--- config.mk ---
export PLATFORM = sky130hd
export DESIGN_NAME = mod_counter
export DESIGN_NICKNAME = d
export VERILOG_FILES = /design/src/rtl/mod_counter.sv
export SDC_FILE = /design/constraint.sdc
export NUM_CORES = 1
export LEC_CHECK = 0
export ABC_AREA = 0
export CAP_MARGIN = 20
export CORE_MARGIN = 2
export CORE_UTILIZATION = 50
export DETAILED_ROUTE_END_ITERATION = 8
export GPL_TIMING_DRIVEN = 0
export PLACE_DENSITY = 0.81
export SKIP_CTS_REPAIR_TIMING = 1
export SLEW_MARGIN = 20
export SYNTH_ARGS = -nofsm -noshare
export SYNTH_HDL_FRONTEND = slang
export SYNTH_SLANG_ARGS = --single-unit
--- constraint.sdc ---
create_clock -name clk -period 4.1 [get_ports clk]
set_input_delay 0.82 -clock clk [delete_from_list [all_inputs] [get_ports clk]]
set_output_delay 0.82 -clock clk [all_outputs]
set_load 0.005 [all_outputs]
--- src/rtl/mod_counter.sv ---
// Up/down modulo counter with programmable modulus, wrap or saturate mode,
// count-enable prescaler, registered terminal-count pulse and sticky
// boundary (overflow) flag.
module mod_counter #(
  parameter int WIDTH    = 8,
  parameter int MODULUS  = 256,
  parameter int PRESCALE = 1
) (
  input  logic             clk,
  input  logic             rst,
  input  logic             en,
  input  logic             ld,
  input  logic [WIDTH-1:0] v,
  input  logic             up,
  input  logic             sat,
  output logic [WIDTH-1:0] count,
  output logic             zero,
  output logic             tc,
  output logic             ovf
);

  // Prescaler width; a PRESCALE of 1 still gets a single (always-zero) bit.
  localparam int PW = (PRESCALE > 1) ? $clog2(PRESCALE) : 1;

  // Top of the count range, held one bit wider than the counter so that
  // MODULUS == 2**WIDTH compares correctly without any truncation.
  localparam logic [WIDTH:0]  CNT_MAX  = (WIDTH+1)'(MODULUS - 1);
  localparam logic [PW-1:0]   PRE_LAST = PW'(PRESCALE - 1);

  logic [WIDTH-1:0] count_q, count_d;
  logic [PW-1:0]    pre_q,   pre_d;
  logic             tc_q,    tc_d;
  logic             ovf_q,   ovf_d;

  logic             at_max;
  logic             at_min;
  logic [WIDTH-1:0] load_val;

  // Boundary detection and load clamping, compared at WIDTH+1 bits.
  always_comb begin
    at_max   = ({1'b0, count_q} == CNT_MAX);
    at_min   = (count_q == '0);
    load_val = ({1'b0, v} > CNT_MAX) ? CNT_MAX[WIDTH-1:0] : v;
  end

  // Next-state logic: reset > load > prescaled step.
  always_comb begin
    // NOTE: every signal assigned here gets a default first so no latch is
    // inferred on paths that do not update it.
    count_d = count_q;
    pre_d   = pre_q;
    tc_d    = 1'b0;
    ovf_d   = ovf_q;

    if (rst) begin
      count_d = '0;
      pre_d   = '0;
      ovf_d   = 1'b0;
    end else if (ld) begin
      count_d = load_val;
      pre_d   = '0;
      ovf_d   = 1'b0;
    end else if (en) begin
      if (pre_q == PRE_LAST) begin
        pre_d = '0;
        if (up) begin
          if (at_max) begin
            tc_d  = 1'b1;
            ovf_d = 1'b1;
            if (!sat) count_d = '0;
          end else begin
            // Only reached below the top of range, so never relies on
            // natural 2**WIDTH rollover.
            count_d = count_q + WIDTH'(1);
          end
        end else begin
          if (at_min) begin
            tc_d  = 1'b1;
            ovf_d = 1'b1;
            if (!sat) count_d = CNT_MAX[WIDTH-1:0];
          end else begin
            count_d = count_q - WIDTH'(1);
          end
        end
      end else begin
        pre_d = pre_q + PW'(1);
      end
    end
  end

  // State registers; reset is handled synchronously in the next-state logic.
  always_ff @(posedge clk) begin
    // NOTE: non-blocking assignments keep all registers updating from the
    // pre-edge values, independent of statement order.
    count_q <= count_d;
    pre_q   <= pre_d;
    tc_q    <= tc_d;
    ovf_q   <= ovf_d;
  end

  assign count = count_q;
  assign zero  = (count_q == '0);
  assign tc    = tc_q;
  assign ovf   = ovf_q;

endmodule
==> impl_metrics.yaml, run 1 <==
run_status:
  outcome: "finished clean"
logic_synthesis:
  synth_seq_cells: 10
  syn-cell-area_um2: 895
  synth_top_family_by_area: "compound AO/OA/AOI/OAI gates"
  avgSynthCellArea_um2: 7.46
  synth-edff-count: 0
  async_flop_share_pct: 0
  ys_seq_area_share_pct: 22.4
  synthCells: 120
  synth_mux_area_share_pct: 1.26
  synthAdderAreaFrac_pct: 4.20
  synth-warning-count: 0
  synth.largest_area_cell: "dfxtp_1"
  yosysMostFrequentCell: "dfxtp_1"
  syn_nets: 137
  yosys.area_share.xor_xnor_pct: 1.96
  synth_cell_types: 47
  yosys-top-cells-count: "10 x dfxtp_1, 9 x nand2_1, 9 x nor2_1"
  synth-simple-area-share_pct: 29.4
  synth_top_area_share_pct: 22.4
  synthFlopType: "dfxtp_1"
  synth-compound-area-share_pct: 34.0
  synthTopCellsByArea: "dfxtp_1 22%, a21oi_1 4.5%, ha_1 4.2%"
cts:
  worst_skew_pair.late_latency_ns: 0.26
  path_clk_slew_ns: 0.06
  root_buffer: "clkbuf_4"
  cts_buffers: 3
  clockBufferDepth: 2
  htreeDepth: 1
  numClockSinks: 10
  cts_tree: "yes"
floorplan:
  die_h_um: 46.3
  start_util_pct: 52.4
  io-pin-count: 25
  num_rows: 15
  core_area_um2: 1710
  die_w_um: 46.3
  die-area_um2: 2140
critical_path:
  cp_slowest_cell: "clkdlybuf4s50_1"
  crit_fanout: 9
  r2r-end: "count[1]"
  arrival_ns: 2.00
  worstPathRequired_ns: 3.28
  worstSetupEndpointType: "primary output"
  rr_worst_depth: 6
  max_stage_delay_ns: 0.52
  crit_chain: "clkbuf_1 > or4_4 > nor3_1 > clkdlybuf4s50_1"
  reg2reg_from: "count[2]"
  start_kind: "register"
  critPathKind: "register to primary output"
  reg2reg_slack_ns: 1.99
drt:
  post_drt_wl_per_cell_um: 14.5
  drc: 0
  routed_via_density: 6.13
  drt_wl_total_um: 2480
  first_pass_iters: 4
  route.antenna.remaining_nets: 0
  drt_iter0_markers: 38
  num_vias: 1049
timing:
  rsz0062_at_grt: "false"
  fin_crit_ns: 2.82
  setup_tns_ns: 0
  fin_crit_sh_pct: 68.7
  worst_pin_slew_ns: 0.489
  maxSlewHeadroom_pct: 67.4
  setup_viol_count_final: 0
  whs_ns: 0.452
  finClkSkew_ns: 0.00250
  slew_violations: 0
  max_freq_mhz: 355
  hold_viol: 0
pwr:
  powerDensity_nw_per_um2: 257
  power_frac_clock_pct: 21.3
  p_seq_share_pct: 38.4
  swShare_pct: 34.3
  irDropWorstVdd_mv: 0.171
  switchingPower_uw: 104
  pwr-share-comb_pct: 40.2
  internal_power_uw: 199
  leakage_nw: 0.399
cells_and_area:
  fin_nets: 165
  fin_area_um2: 1180
  instances_no_fill: 171
  synthToLayoutAreaGrowth_pct: 31.7
  drive_gt1_share_pct: 8.90
  antennaDiodeCount: 0
worst_hold_path:
  whs_endpoint: "ovf"
  min_delay_path_depth: 2
  hold_path_class: "register to register"
  worstHoldStart: "ovf"
global_route:
  track_usage_pct: 26.5
  grt_remaining_overflow: 0
  grt_pass1_wl_um: 4020
  grt_pass1_vias: 914
  grt_antenna_before_repair: 0
  grt_max_degree: 11
flow_run:
  maxCapViolCount: 0
place:
  dp.cells: 168
  numPortBuffers: 23
  dpl.hpwl_um: 1870
  placed_area_um2: 1160
  place_congestion: 0.865
## stage by stage
stage          total power, mW  worst slack (ns)  utilization (%)
4_1_cts                  0.305              1.28             69.0
6_report                 0.303              1.28             69.0
3_5_place_dp             0.238              1.39             67.7
2_1_floorplan            0.190              2.12                -
3_3_place_gp             0.235              1.40             67.7
5_1_grt                  0.324              1.23             69.0
## layer usage
layer  track usage [%]  share of wire [%]  vias to the layer above
met3              5.88                6.5                        4
met2              45.3                 49                       45
met1              32.9                 43                      488
li1                  -                  -                      512
met5                 0                  0                        -
met4              7.43                1.0                        0
## cell usage in the layout (no fill, tap or decap), drive strengths merged, types with 3 or more instances in the layout
| cell type | synthesis | routed |
|---|---|---|
| nor4 | 3 | 3 |
| a21oi | 8 | 8 |
| nand2 | 9 | 9 |
| a311oi | 3 | 3 |
| inv | 8 | 8 |
| clkdlybuf4s50 | 0 | 23 |
| nand3 | 7 | 7 |
| nor2 | 9 | 9 |
| nand4 | 4 | 4 |
| o211ai | 3 | 3 |
| dfxtp | 10 | 10 |
| clkbuf | 6 | 9 |
| nor3 | 3 | 3 |
| o21ai | 13 | 13 |
| ha | 3 | 3 |
## worst max-delay path by stage
stage                         from       end  cells past startpoint
after floorplan           count[5]      zero                      3
after global placement          up  count[7]                      6
after detailed placement        up  count[6]                      6
after CTS                 count[5]      zero                      4
after global routing      count[5]      zero                      4
final                     count[5]      zero                      4
## worst max-delay path: cells and delay by family (launching register included)
family                 cells  cell delay (ns)
buffers and inverters      2             0.72
DFF                        1             0.30
and+or+nand+nor            2             0.70
## registers in the layout (all words and copies together) (netlist names)
register / flops
count: 8
ovf: 1
tc: 1
## power groups by stage
stage / logic (mW) / registers, mW / clock network [mW]
after floorplan: 0.0741 / 0.116 / 0
after global placement: 0.117 / 0.118 / 0
after detailed placement: 0.120 / 0.118 / 0
after CTS: 0.121 / 0.116 / 0.0677
after global routing: 0.133 / 0.118 / 0.0735
final: 0.122 / 0.116 / 0.0647
## logic make-up after synthesis
kind of cell	Yosys count
and+or+nand+nor	45
AOI/OAI and AO/OA	43
buffers and inverters	16
DFF	10
adders and majority gates	3
xor gates and xnor gates	2
muxes	1
## layout make-up
class | count | area, um2
Clock buffer | 3 | 22.5
Timing Repair Buffer | 23 | 230
Sequential cell | 10 | 200
Tap cell | 25 | 31.3
Buffer | 8 | 31.3
Fill cell | 146 | 529
Inverter | 8 | 30.0
Multi-Input combinational cell | 94 | 633
Power figures use the tool's default switching activity.
==> run 2: changes to the inputs <==
- CORE_UTILIZATION: 50 -> 42
- PLACE_DENSITY: 0.81 -> 0.72
- clock period: 4.1 -> 2.4 ns (I/O delays scaled with it)
==> impl_metrics.yaml, run 2 (synthesis results as in run 1) <==
timing:
  fin_crit_sh_pct: 87.9
  rsz0062_at_grt: "false"
  maxSlewHeadroom_pct: 66.1
  setup_viol_count_final: 0
  worst_pin_slew_ns: 0.509
  slew_violations: 0
  finClkSkew_ns: 0.00194
  hold_viol: 0
  max_freq_mhz: 474
  layout_setup_ws_ns: 0.290
  fin_crit_ns: 2.11
drt:
  drc: 0
  first_pass_iters: 4
  route.antenna.remaining_nets: 0
  routed_via_density: 6.06
  post_drt_wl_per_cell_um: 14.8
  num_vias: 1043
  drt_wl_total_um: 2540
  drt_iter0_markers: 27
cells_and_area:
  fin_nets: 164
  final_util_pct: 59.6
  final_common_cell: "clkdlybuf4s50_1"
  regArea_um2: 201
  drive_gt1_share_pct: 9.66
  largest_reg_flops: 8
  instances_no_fill: 172
  final.fill_count: 199
  final_cell_mix: "22 x clkdlybuf4s50_1, 9 x nand2_1, 9 x nor2_1, 9 x dfxtp_1"
  synthToLayoutAreaGrowth_pct: 32.0
  antennaDiodeCount: 0
  multiInputGateArea_um2: 633
floorplan:
  core_area_um2: 1980
  num_rows: 16
  die_h_um: 50.2
  start_util_pct: 45.1
  die-area_um2: 2520
  die_w_um: 50.2
  io-pin-count: 25
critical_path:
  reg2reg_from: "count[2]"
  start_kind: "input pin"
  crit_path_start: "up"
  worstPathRequired_ns: 2.58
  r2r-end: "count[1]"
  critPathKind: "input pin to register"
  reg2reg_slack_ns: 0.34
  rr_worst_depth: 6
  arrival_ns: 2.29
  worstSetupEndpointType: "register"
  crit_fanout: 10
global_route:
  grt.met1_usage_pct: 27.7
  grt_max_degree: 11
  grt_remaining_overflow: 0
  gr-usage-met3_pct: 4.46
  track_usage_pct: 22.2
  top_usage_layer: "met2"
  grt_antenna_before_repair: 0
  grt_use_met2_pct: 37.9
  grt_pass1_vias: 1010
  grt_pass1_wl_um: 4420
flow_run:
  maxCapViolCount: 0
worst_hold_path:
  hold_path_class: "register to register"
  worstHoldStart: "ovf"
  min_delay_path_depth: 2
  whs_endpoint: "ovf"
run_status:
  outcome: "finished clean"
place:
  dpl.hpwl_um: 1910
  dp_slack_ns: 0.0409
  numPortBuffers: 23
  place_congestion: 0.873
  dp.cells: 170
pwr:
  leakage_nw: 0.414
  total_power_uw: 519
  irDropWorstVdd_mv: 0.436
  powerDensity_nw_per_um2: 439
cts:
  htreeDepth: 1
  worst_skew_pair.late_latency_ns: 0.26
  cts_tree: "yes"
  clockBufferDepth: 2
  root_buffer: "clkbuf_4"
  path_clk_slew_ns: 0.06
  numClockSinks: 10
  cts_buffers: 3
[run 2: cell types whose count changed in the layout (fill, tap and decap cells not counted)]
| cell | change |
|---|---|
| dfxtp_2 | +1 |
| dfxtp_1 | -1 |
| clkdlybuf4s50_1 | -1 |
| clkbuf_1 | -1 |
| dlymetal6s2s_1 | +1 |
[run 2: per-layer routing]
layer,up-vias,part of all wire [%]
li1,507,-
met1,500,46
met2,30,48
met3,6,4.1
met4,0,2.3
met5,-,0
[run 2: worst max-delay path by stage]
| stage | to | slack (ns) | depth (start not counted) |
|---|---|---|---|
| 2_1_floorplan | count[2] | 0.53 | 5 |
| 3_3_place_gp | count[7] | 0.009 | 6 |
| 3_5_place_dp | count[2] | 0.04 | 6 |
| 4_1_cts | zero | -0.09 | 4 |
| 5_1_grt | count[1] | 0.11 | 6 |
| 6_report | count[7] | 0.29 | 6 |
[run 2: power breakdown]
part / leakage [nW] / switching (mW) / internal (mW)
combinational: 0.318 / 0.103 / 0.102
sequential: 0.0830 / 0.0226 / 0.179
clock: 0.0138 / 0.0544 / 0.0578
total: 0.414 / 0.180 / 0.339
[run 2: area by class of cell]
cell class | count | area share (%)
plain buffers | 7 | 2.33
inverters | 8 | 2.54
multi-input cells | 94 | 53.6
clock buffers | 3 | 1.91
flip-flops and latches | 10 | 17.1
repair buffers | 23 | 19.7
well taps | 27 | 2.86
[run 2: critical path, cell delays in order]
cell and delay [ns]:
clkdlybuf4s50_1 0.54, buf_1 0.43, o21ai_0 0.23, a21oi_1 0.22
o211ai_1 0.13, a311oi_1 0.25
[run 2: stage by stage]
stage	cell area, um2	hold slack (ns)	setup TNS [ns]
final	1180	0.456	0
after global routing	1180	0.493	0
after CTS	1180	0.464	-0.0886
after detailed placement	1160	0.454	0
after global placement	1160	0.434	0
after floorplan	895	0.441	0
==> run 3: changes to the inputs <==
- SKIP_CTS_REPAIR_TIMING: 1 -> default
==> impl_metrics.yaml, run 3 (synthesis results as in run 1) <==
floorplan:
  core_area_um2: 1980
  io-pin-count: 25
  die_w_um: 50.2
  die-area_um2: 2520
  num_rows: 16
  start_util_pct: 45.1
  die_h_um: 50.2
worst_hold_path:
  worstHoldStart: "ovf"
  whs_endpoint: "ovf"
  hold_path_class: "register to register"
  min_delay_path_depth: 2
critical_path:
  arrival_ns: 1.86
  start_kind: "register"
  reg2reg_slack_ns: 0.32
  crit_fanout: 7
  rr_worst_depth: 6
  critPathKind: "register to primary output"
  r2r-end: "count[4]"
  worstPathRequired_ns: 1.92
  reg2reg_from: "count[6]"
  worstSetupEndpointType: "primary output"
cts:
  cts_hold_buffers: 0
  root_buffer: "clkbuf_4"
  cts_tree: "yes"
  numClockSinks: 10
  worst_skew_pair.late_latency_ns: 0.26
  htreeDepth: 1
  path_clk_slew_ns: 0.06
  cts_buffers: 3
  clockBufferDepth: 2
global_route:
  grt_antenna_before_repair: 0
  grt_pass1_vias: 1016
  grt_max_degree: 11
  grt_remaining_overflow: 0
  grt_pass1_wl_um: 4500
  track_usage_pct: 22.5
pwr:
  total_power_uw: 528
  leakage_nw: 0.404
  powerDensity_nw_per_um2: 444
  irDropWorstVdd_mv: 0.446
timing:
  fin_crit_ns: 2.34
  setup_tns_ns: 0
  layout_setup_ws_ns: 0.0563
  max_freq_mhz: 427
  worst_pin_slew_ns: 0.521
  whs_ns: 0.458
  rsz0062_at_grt: "false"
  setup_viol_count_final: 0
  finClkSkew_ns: 0.00207
  maxSlewHeadroom_pct: 65.3
  hold_viol: 0
  fin_crit_sh_pct: 97.7
  slew_violations: 0
place:
  dp_slack_ns: 0.0409
  place_congestion: 0.873
  numPortBuffers: 23
  dpl.hpwl_um: 1910
drt:
  num_vias: 1053
  route.antenna.remaining_nets: 0
  first_pass_iters: 4
  routed_via_density: 6.09
  post_drt_wl_per_cell_um: 15.0
  drt_wl_total_um: 2600
  drc: 0
  drt_iter0_markers: 24
run_status:
  outcome: "finished clean"
cells_and_area:
  largest_reg_flops: 8
  antennaDiodeCount: 0
  final_common_cell: "clkdlybuf4s50_1"
  final_cell_mix: "23 x clkdlybuf4s50_1, 9 x nand2_1, 9 x nor2_1"
  final_util_pct: 60.0
  drive_gt1_share_pct: 12.3
  fin_nets: 165
  synthToLayoutAreaGrowth_pct: 33.0
flow_run:
  maxCapViolCount: 0
## run 3: report_power, final
part / internal, mW / total (mW) / switching [mW]
sequential: 0.180 / 0.203 / 0.0228
combinational: 0.106 / 0.210 / 0.104
clock: 0.0580 / 0.115 / 0.0572
## run 3: per-layer routing
layer / wire length, um / vias to the layer above / global-route usage [%]
met5: 0 / - / 0
met4: 58 / 0 / 6.94
met3: 120 / 6 / 4.46
met2: 1240 / 35 / 38.4
met1: 1180 / 499 / 28.3
li1: - / 513 / -
## run 3: critical path, stage by stage (launching register included)
cell,delay (ns)
dfxtp_2,0.36
or4_4,0.53
nor3_1,0.18
clkdlybuf4s50_1,0.53
## run 3: timing repair
item / in CTS / in global routing
buffers inserted: 1 / 0
pin swaps: 1 / 0
setup endpoints to repair: 1 / 1
resized for setup: 0 / 4
endpoints found under the hold margin: 0 / 0
## run 3: final cells by class
type | instances | area, um2
repair buffers | 24 | 238
well taps | 27 | 33.8
inverters | 8 | 30.0
multi-input cells | 94 | 633
plain buffers | 7 | 27.5
flip-flops and latches | 10 | 205
fillers | 196 | 792
clock buffers | 3 | 22.5
## run 3: per-stage QoR
stage	std cells	instance area, um2
final	173	1190
after global placement	170	1160
after floorplan	120	895
after CTS	173	1180
after detailed placement	170	1160
after global routing	173	1190
## run 3: worst max-delay path by stage
stage | from | end | slack (ns) | depth (start not counted)
final | count[6] | zero | 0.06 | 3
after global routing | count[6] | zero | 0.004 | 3
after CTS | count[6] | zero | 0.01 | 3
after detailed placement | up | count[2] | 0.04 | 6
after global placement | up | count[7] | 0.009 | 6
after floorplan | count[5] | count[2] | 0.53 | 5
